### config.mk
export PLATFORM = sky130hd
export DESIGN_NAME = fetch_ctrl_flat
export DESIGN_NICKNAME = d
export VERILOG_FILES = /design/src/rtl/fetch_ctrl_if.sv /design/src/rtl/fetch_ctrl.sv /design/src/flat_wrapper.sv
export SDC_FILE = /design/constraint.sdc
export NUM_CORES = 1
export LEC_CHECK = 0
export ABC_AREA = 0
export BUFFER_PORTS_ARGS = -buffer_cell sky130_fd_sc_hd__clkbuf_2
export CORE_MARGIN = 2
export CORE_UTILIZATION = 35
export DETAILED_ROUTE_END_ITERATION = 8
export GPL_TIMING_DRIVEN = 0
export HOLD_SLACK_MARGIN = 0.06
export PLACE_DENSITY = 0.83
export SYNTH_ARGS = -nofsm -noshare
export SYNTH_HDL_FRONTEND = slang
export SYNTH_SLANG_ARGS = --single-unit
### constraint.sdc
create_clock -name clk -period 4.6 [get_ports clk]
set_input_delay 0.92 -clock clk [delete_from_list [all_inputs] [get_ports clk]]
set_output_delay 0.92 -clock clk [all_outputs]
set_load 0.05 [all_outputs]
### src/rtl/fetch_ctrl_if.sv
// Loader handshake and instruction-memory write port shared by the loader,
// fetch_ctrl and the instruction memory.
interface fetch_ctrl_if #(
  parameter int XLEN       = 32,
  parameter int ADDR_WIDTH = 8
);
  logic                  ld_valid;
  logic [ADDR_WIDTH-1:0] ld_addr;
  logic [XLEN-1:0]       ld_data;
  logic                  ld_done;
  logic                  ld_ready;
  logic                  imem_we;
  logic [ADDR_WIDTH-1:0] imem_waddr;
  logic [XLEN-1:0]       imem_wdata;

  modport master (
    output ld_valid, ld_addr, ld_data, ld_done,
    input  ld_ready, imem_we, imem_waddr, imem_wdata
  );

  modport slave (
    input  ld_valid, ld_addr, ld_data, ld_done,
    output ld_ready, imem_we, imem_waddr, imem_wdata
  );
endinterface

### src/rtl/fetch_ctrl.sv
// Fetch PC controller: LOAD (program download) / RUN (fetch) / HALT.
// Define FETCH_CTRL_PERF_EN to build the fetched-instruction counter.
module fetch_ctrl #(
  parameter int              XLEN       = 32,
  parameter int              ADDR_WIDTH = 8,
  parameter logic [XLEN-1:0] RESET_PC   = '0
) (
  input  logic            clk,
  input  logic            rst_n,
  input  logic            StallF,
  input  logic            PCSrcE,
  input  logic [XLEN-1:0] PCTargetE,
  input  logic [XLEN-1:0] PCPlus4F,
  input  logic            halt_req,
  input  logic            resume,
  fetch_ctrl_if.slave     ld,
  output logic [XLEN-1:0] PC,
  output logic            fetch_valid,
  output logic            misalign,
  output logic [1:0]      state_o,
  output logic [31:0]     fetch_count
);

  typedef enum logic [1:0] {
    S_LOAD = 2'd0,
    S_RUN  = 2'd1,
    S_HALT = 2'd2
  } state_t;

  state_t          state_q, state_d;
  logic [XLEN-1:0] pc_q, pc_d;
  logic            mis_q, mis_set;
  logic            in_load;

  always_ff @(posedge clk or negedge rst_n) begin
    if (!rst_n) begin
      state_q <= S_LOAD;
      pc_q    <= RESET_PC;
      mis_q   <= 1'b0;
    end else begin
      state_q <= state_d;
      pc_q    <= pc_d;
      mis_q   <= mis_q | mis_set;
    end
  end

  always_comb begin
    state_d     = state_q;
    pc_d        = pc_q;
    mis_set     = 1'b0;
    fetch_valid = 1'b0;
    case (state_q)
      S_LOAD: begin
        pc_d = RESET_PC;
        if (ld.ld_done) state_d = S_RUN;
      end
      S_RUN: begin
        fetch_valid = 1'b1;
        // A redirect always lands, even in the cycle that halts; a halt
        // without redirect freezes PC regardless of StallF.
        if (PCSrcE) begin
          pc_d    = {PCTargetE[XLEN-1:2], 2'b00};
          mis_set = |PCTargetE[1:0];
        end else if (!(StallF || halt_req)) begin
          pc_d = PCPlus4F;
        end
        if (halt_req) state_d = S_HALT;
      end
      S_HALT: begin
        if (resume && !halt_req) state_d = S_RUN;
      end
      default: begin
        state_d = S_LOAD;
        pc_d    = RESET_PC;
      end
    endcase
  end

  // Gated by rst_n so a write in flight is dropped the instant reset falls.
  assign in_load       = (state_q == S_LOAD) && rst_n;
  assign ld.ld_ready   = in_load;
  assign ld.imem_we    = in_load && ld.ld_valid;
  assign ld.imem_waddr = in_load ? ld.ld_addr : '0;
  assign ld.imem_wdata = in_load ? ld.ld_data : '0;

  assign PC       = pc_q;
  assign misalign = mis_q;
  assign state_o  = state_q;

`ifdef FETCH_CTRL_PERF_EN
  logic [31:0] cnt_q;
  always_ff @(posedge clk or negedge rst_n) begin
    if (!rst_n)                                       cnt_q <= '0;
    else if (state_q == S_RUN && !StallF && !PCSrcE) cnt_q <= cnt_q + 32'd1;
  end
  assign fetch_count = cnt_q;
`else
  assign fetch_count = '0;
`endif

endmodule

### src/flat_wrapper.sv
// flat-port wrapper written by rule: the top's interface ports become plain ports
module fetch_ctrl_flat 
#(
  parameter int              XLEN       = 32,
  parameter int              ADDR_WIDTH = 8,
  parameter logic [XLEN-1:0] RESET_PC   = '0
)
  (clk, rst_n, StallF, PCSrcE, PCTargetE, PCPlus4F, halt_req, resume, PC, fetch_valid, misalign, state_o, fetch_count, ld_ld_valid, ld_ld_addr, ld_ld_data, ld_ld_done, ld_ld_ready, ld_imem_we, ld_imem_waddr, ld_imem_wdata);
  fetch_ctrl_if #(.XLEN(XLEN), .ADDR_WIDTH(ADDR_WIDTH)) ld_i ();
  input  logic clk;
  input  logic rst_n;
  input  logic StallF;
  input  logic PCSrcE;
  input  logic [XLEN-1:0] PCTargetE;
  input  logic [XLEN-1:0] PCPlus4F;
  input  logic halt_req;
  input  logic resume;
  output logic [XLEN-1:0] PC;
  output logic fetch_valid;
  output logic misalign;
  output logic [1:0] state_o;
  output logic [31:0] fetch_count;
  input wire logic [$bits(ld_i.ld_valid)-1:0] ld_ld_valid;
  input wire logic [$bits(ld_i.ld_addr)-1:0] ld_ld_addr;
  input wire logic [$bits(ld_i.ld_data)-1:0] ld_ld_data;
  input wire logic [$bits(ld_i.ld_done)-1:0] ld_ld_done;
  output wire logic [$bits(ld_i.ld_ready)-1:0] ld_ld_ready;
  output wire logic [$bits(ld_i.imem_we)-1:0] ld_imem_we;
  output wire logic [$bits(ld_i.imem_waddr)-1:0] ld_imem_waddr;
  output wire logic [$bits(ld_i.imem_wdata)-1:0] ld_imem_wdata;
  assign ld_i.ld_valid = ld_ld_valid;
  assign ld_i.ld_addr = ld_ld_addr;
  assign ld_i.ld_data = ld_ld_data;
  assign ld_i.ld_done = ld_ld_done;
  assign ld_ld_ready = ld_i.ld_ready;
  assign ld_imem_we = ld_i.imem_we;
  assign ld_imem_waddr = ld_i.imem_waddr;
  assign ld_imem_wdata = ld_i.imem_wdata;
  fetch_ctrl #(.XLEN(XLEN), .ADDR_WIDTH(ADDR_WIDTH), .RESET_PC(RESET_PC)) u_core (.clk(clk), .rst_n(rst_n), .StallF(StallF), .PCSrcE(PCSrcE), .PCTargetE(PCTargetE), .PCPlus4F(PCPlus4F), .halt_req(halt_req), .resume(resume), .ld(ld_i), .PC(PC), .fetch_valid(fetch_valid), .misalign(misalign), .state_o(state_o), .fetch_count(fetch_count));
endmodule
# Yosys cells after proc, flatten, opt, wreduce, memory -nomap -nowiden
# Index checks and enable logic that the tools add are counted.
# totals
ff_bits	35
latchBits	0
ram_bits	0
mem_bits_ro	0
inputBits	112
out_inout_bits	110
word_cells	32
n_memories	0
# op_classes
n_addsub	0
multipliers	0
n_div	0
n_lt_le_gt_ge	0
n_eq_ne	6
shift	0
n_mux	12
bitwise	2
n_reduce_logical	9
# op_table
op	n
32-bit 2-to-1 mux	3
32-bit one-hot mux with 2 select lines	1
8-bit 2-to-1 mux	1
2-bit 2-to-1 mux	3
2-bit one-hot mux with 3 select lines	1
2-bit != test (second input constant)	2
1-bit logical AND	3
1-bit 2-to-1 mux	3
3-bit != test (second input constant)	1
3-bit AND reduction	1
2-bit by 1-bit == test with 1-bit output (second input constant)	1
2-bit == test (second input constant)	1
2-bit logical NOT	1
2-bit by 1-bit != test with 1-bit output (second input constant)	1
2-bit AND reduction	1
2-bit OR reduction	1
1-bit logical NOT	1
1-bit logical OR	1
1-bit inverter	1
1-bit OR	1

# Depth between registers and ports, before layout
# depth
depth_word	4
mapped_depth	5
mapped_depth_nobuf	4

# Least setup slack after synthesis
# No wires, ideal clock.
# synth_path
path_kind	input-to-output
start	in rst_n
end	out ld_imem_wdata[19]
arrival_time_ps	2419
required_time_ps	3680
path_slack_ps	1261
path_stages	3
n_path_buf	1
path_cell_list	nor3b_1 -> clkbuf_1 -> and2_1
# synth_between
elab_chain_cells	2
# synth_rtl
element	line_no	source
start, declared	flat_wrapper.sv:11	input logic rst_n;
1-bit logical AND	fetch_ctrl.sv:80	assign in_load = (state_q == S_LOAD) && rst_n;
via ld_ld_ready	flat_wrapper.sv:27	output wire logic [$bits(ld_i.ld_ready)-1:0] ld_ld_ready;
32-bit 2-to-1 mux	fetch_ctrl.sv:84	assign ld.imem_wdata = in_load ? ld.ld_data : '0;
end, declared	flat_wrapper.sv:30	output wire logic [$bits(ld_i.imem_wdata)-1:0] ld_imem_wdata;
# The timed path passes the listed nets, and every way through them passes these cells.

# Final worst setup path
# layout_path
start	in rst_n
end	out ld_imem_waddr[2]
# layout_between
elab_chain_cells	2
# layout_rtl
element	line_no	source
1-bit logical AND	fetch_ctrl.sv:80	
8-bit 2-to-1 mux	fetch_ctrl.sv:83	assign ld.imem_waddr = in_load ? ld.ld_addr : '0;
end, declared	flat_wrapper.sv:29	output wire logic [$bits(ld_i.imem_waddr)-1:0] ld_imem_waddr;
# Every way passes these cells.

==> parameters.txt <==
Parameter                              Value

Global route
  Total routing resource utilization after global routing ... 19.17%
  Number of antenna violations at the first check in global routing ... 0
  Total grt overflow ... 0
  Vias in the first global route ... 2364
  Largest net degree at the start of global routing ... 37
  Wire length of the first global-routing pass ... 11.52 mm

Routing
  DR WL met2 ... 3.666 mm
  Total number of vias ... 2546
  Average routed wire per standard cell ... 13.93 µm
  Post-route DRC ... 0
  DRT antenna net count ... 0
  Routed vias/inst ... 4.646
  Met1 wire length ... 3.380 mm
  Initial DRC count ... 75
  Post-detailed-routing wire length ... 7.632 mm
  Routed length on met3 ... 518 µm
  Iteration count of the initial detailed-routing pass ... 4
  DR top layer ... met4

Critical path
  Crit Path Max Fanout ... 36
  Most frequent CP cell ... clkbuf_2
  Total buffers and inverters traversed by the critical path ... 3
  Slowest-stage cell, CP ... clkbuf_2
  Delay of the slowest cell on the worst path ... 0.67 ns
  Arrival time reported for the critical path endpoint ... 3.00 ns
  Classification of the worst setup path ... input port to output port
  Setup slack, reg-to-reg ... 2.97 ns
  Worst R2R Path Depth ... 4
  Crit-path leading delay family ... buffers and inverters
  Worst Path Required ... 3.68 ns
  Number of logic stages on the critical path including buffering ... 5
  Sort of element at the end of the critical path ... output port
  Nature of the critical path startpoint ... input port
  Cell chain of the critical path ... clkbuf_2 -> nor3b_1 -> clkbuf_1 -> and2_1 -> clkbuf_2

Placed design
  Number of placed cells counting well taps ... 541
  Final weighted congestion in routability-driven placement ... 0.8986
  Instance area after placement ... 3576 µm²
  Port-buffer cells ... 189
  Estimated wirelength of the detail-placed design ... 6.113 mm

Yosys
  Syn_area_per_cell ... 10.01 µm²
  Yosys synthesis warning count ... 0
  Syn Std Cell Area ... 2414 µm²
  Sequential fraction of the synthesis area ... 36.29%
  Post-Synthesis Cells ... 241
  Number of distinct standard cells referenced by the synthesized netlist ... 22
  Number of register bits inferred by synthesis ... 35

Timing
  Achievable frequency ... 0.2548 GHz
  Unrepaired setup endpoints after global routing ... no
  Fin crit period ... 3.925 ns
  Transition time at the pin with the least slew margin ... 0.9037 ns
  Largest clock skew in the final design ... 0.004243 ns
  Number of setup violations in the final report ... 0
  Final-layout setup total negative slack ... 0 ns
  Number of failing hold endpoints at the final stage ... 0
  Final slew viol count ... 0
  Fraction of the cycle the final worst path needs ... 85.32%
  Worst slew margin relative to its limit ... 39.76%
  Worst Hold Margin ... 0.4770 ns

Floorplan
  Area of the core ... 6719 µm²
  Horiz. Die Dim ... 87.04 µm
  Die area ... 7576 µm²
  Die boundary height ... 87.04 µm
  # rows ... 30
  IO Pins ... 222
  Effective utilization at floorplan ... 35.92%

Outcome
  Outcome ... completed

Clock tree
  TritonCTS clock tree ... built
  PostCTS Resize Cnt ... 0
  Sink count of the clock tree ... 35
  H-tree level count ... 2
  CTS buffer count ... 5
  Clock latency reported for the late side of the worst-skew pair ... 0.28 ns
  Post-CTS Repair Setup Buffers ... 0
  Maximum buffer depth of the clock tree ... 2
  CTS root buffer ... clkbuf_8
  Clock edge transition at the registers on the reported setup and hold paths ... 0.06 ns
  Hold buffers post-CTS ... 0

Pwr
  Worst VDD drop ... 0.3684 mV
  P_leak ... 0.002092 µW
  Power density over cell area ... 687.1 nW/µm²
  Total Power Consumption ... 2517 µW

Finish
  # nets final ... 580
  Fraction of layout cells with a size suffix above 1 ... 51.50%
  Relative area change from synthesis to final layout ... 51.79%
  Post-Layout Inst Area ... 3664 µm²
  Non-filler cells, final ... 548
  Antenna fix cells ... 0

Min path
  Hold Path Class ... flop to flop
  Number of cells traversed by the worst hold path ... 1

Flow run
  Number of max-cap violations ... 0
==> registers in the layout (all words and copies together) (netlist names) <==
| name | cells |
|---|---|
| u_core.PC | 32 |
| u_core.misalign | 1 |
| u_core.state_o | 2 |
==> cell usage in the layout (no fill, tap or decap), drive strengths merged, types with 2 or more instances in the layout <==
cell type,instances
nor2,2
o21ai,3
dfrtp,35
buf,42
nand2,3
nand2b,32
mux2i,2
conb,32
and2,41
o221a,30
clkbuf,205
a22o,31
inv,2
==> per-layer routing <==
| metal | vias up | track usage [%] |
|---|---|---|
| li1 | 1257 | - |
| met1 | 1168 | 26.60 |
| met2 | 115 | 31.09 |
| met3 | 6 | 3.791 |
| met4 | 0 | 3.835 |
| met5 | - | 0 |
==> stage by stage <==
stage / setup slack, ns / utilization (%)
after global routing: 0.3559 / 54.53
after global placement: 0.6026 / 53.22
after detailed placement: 0.5766 / 53.22
after CTS: 0.5776 / 54.53
final: 0.6752 / 54.53
after floorplan: 1.261 / -
==> logic make-up after synthesis <==
group / count (synthesis) / synth area share (%)
multiplexers: 3 / 1.296
other: 1 / 0.1554
AO/OA/AOI/OAI: 66 / 26.44
flip-flops: 35 / 36.29
buffers and inverters: 54 / 14.67
AND/OR/NAND/NOR: 82 / 21.15
==> cell usage after synthesis, drive strengths merged <==
master / count / area [µm²]
conb: 1 / 3.750
o22ai: 1 / 6.260
a22o: 31 / 271.5
and2: 41 / 256.5
mux2: 1 / 11.26
clkbuf: 10 / 37.54
o221a: 30 / 337.8
buf: 42 / 309.0
mux2i: 2 / 20.02
nand2: 3 / 11.26
and2b: 1 / 8.760
o21bai: 1 / 7.510
nor2: 2 / 7.510
dfrtp: 35 / 875.8
nand2b: 32 / 200.2
nor3b: 1 / 7.510
o21ai: 3 / 15.01
nand3b: 1 / 7.510
inv: 2 / 7.510
or3: 1 / 11.26
==> report_power, final <==
| part | switching, µW | leakage (µW) | internal (µW) |
|---|---|---|---|
| logic | 1220 | 0.00159 | 505 |
| registers | 124 | 0.000453 | 449 |
| clock network | 106 | 0.0000470 | 117 |
| total | 1450 | 0.00209 | 1070 |
==> final timing paths <==
check,startpoint,to
max,rst_n,ld_imem_waddr[2]
max reg2reg,u_core.state_o[1],u_core.PC[5]
max in group asynchronous,rst_n,u_core.misalign
min in group asynchronous,rst_n,u_core.PC[10]
min reg2reg,u_core.misalign,u_core.misalign
min,u_core.misalign,u_core.misalign
==> cell type report <==
cell class	instances	area, µm²
buffer	52	346.6
inverter	2	7.507
tap	80	100.1
timing repair buffer	189	945.9
fill	628	3055
multi-input combinational	183	1300
clock inverter	1	5.005
sequential	35	875.8
clock buffer	6	82.58
(Power assumes the default switching activity.)
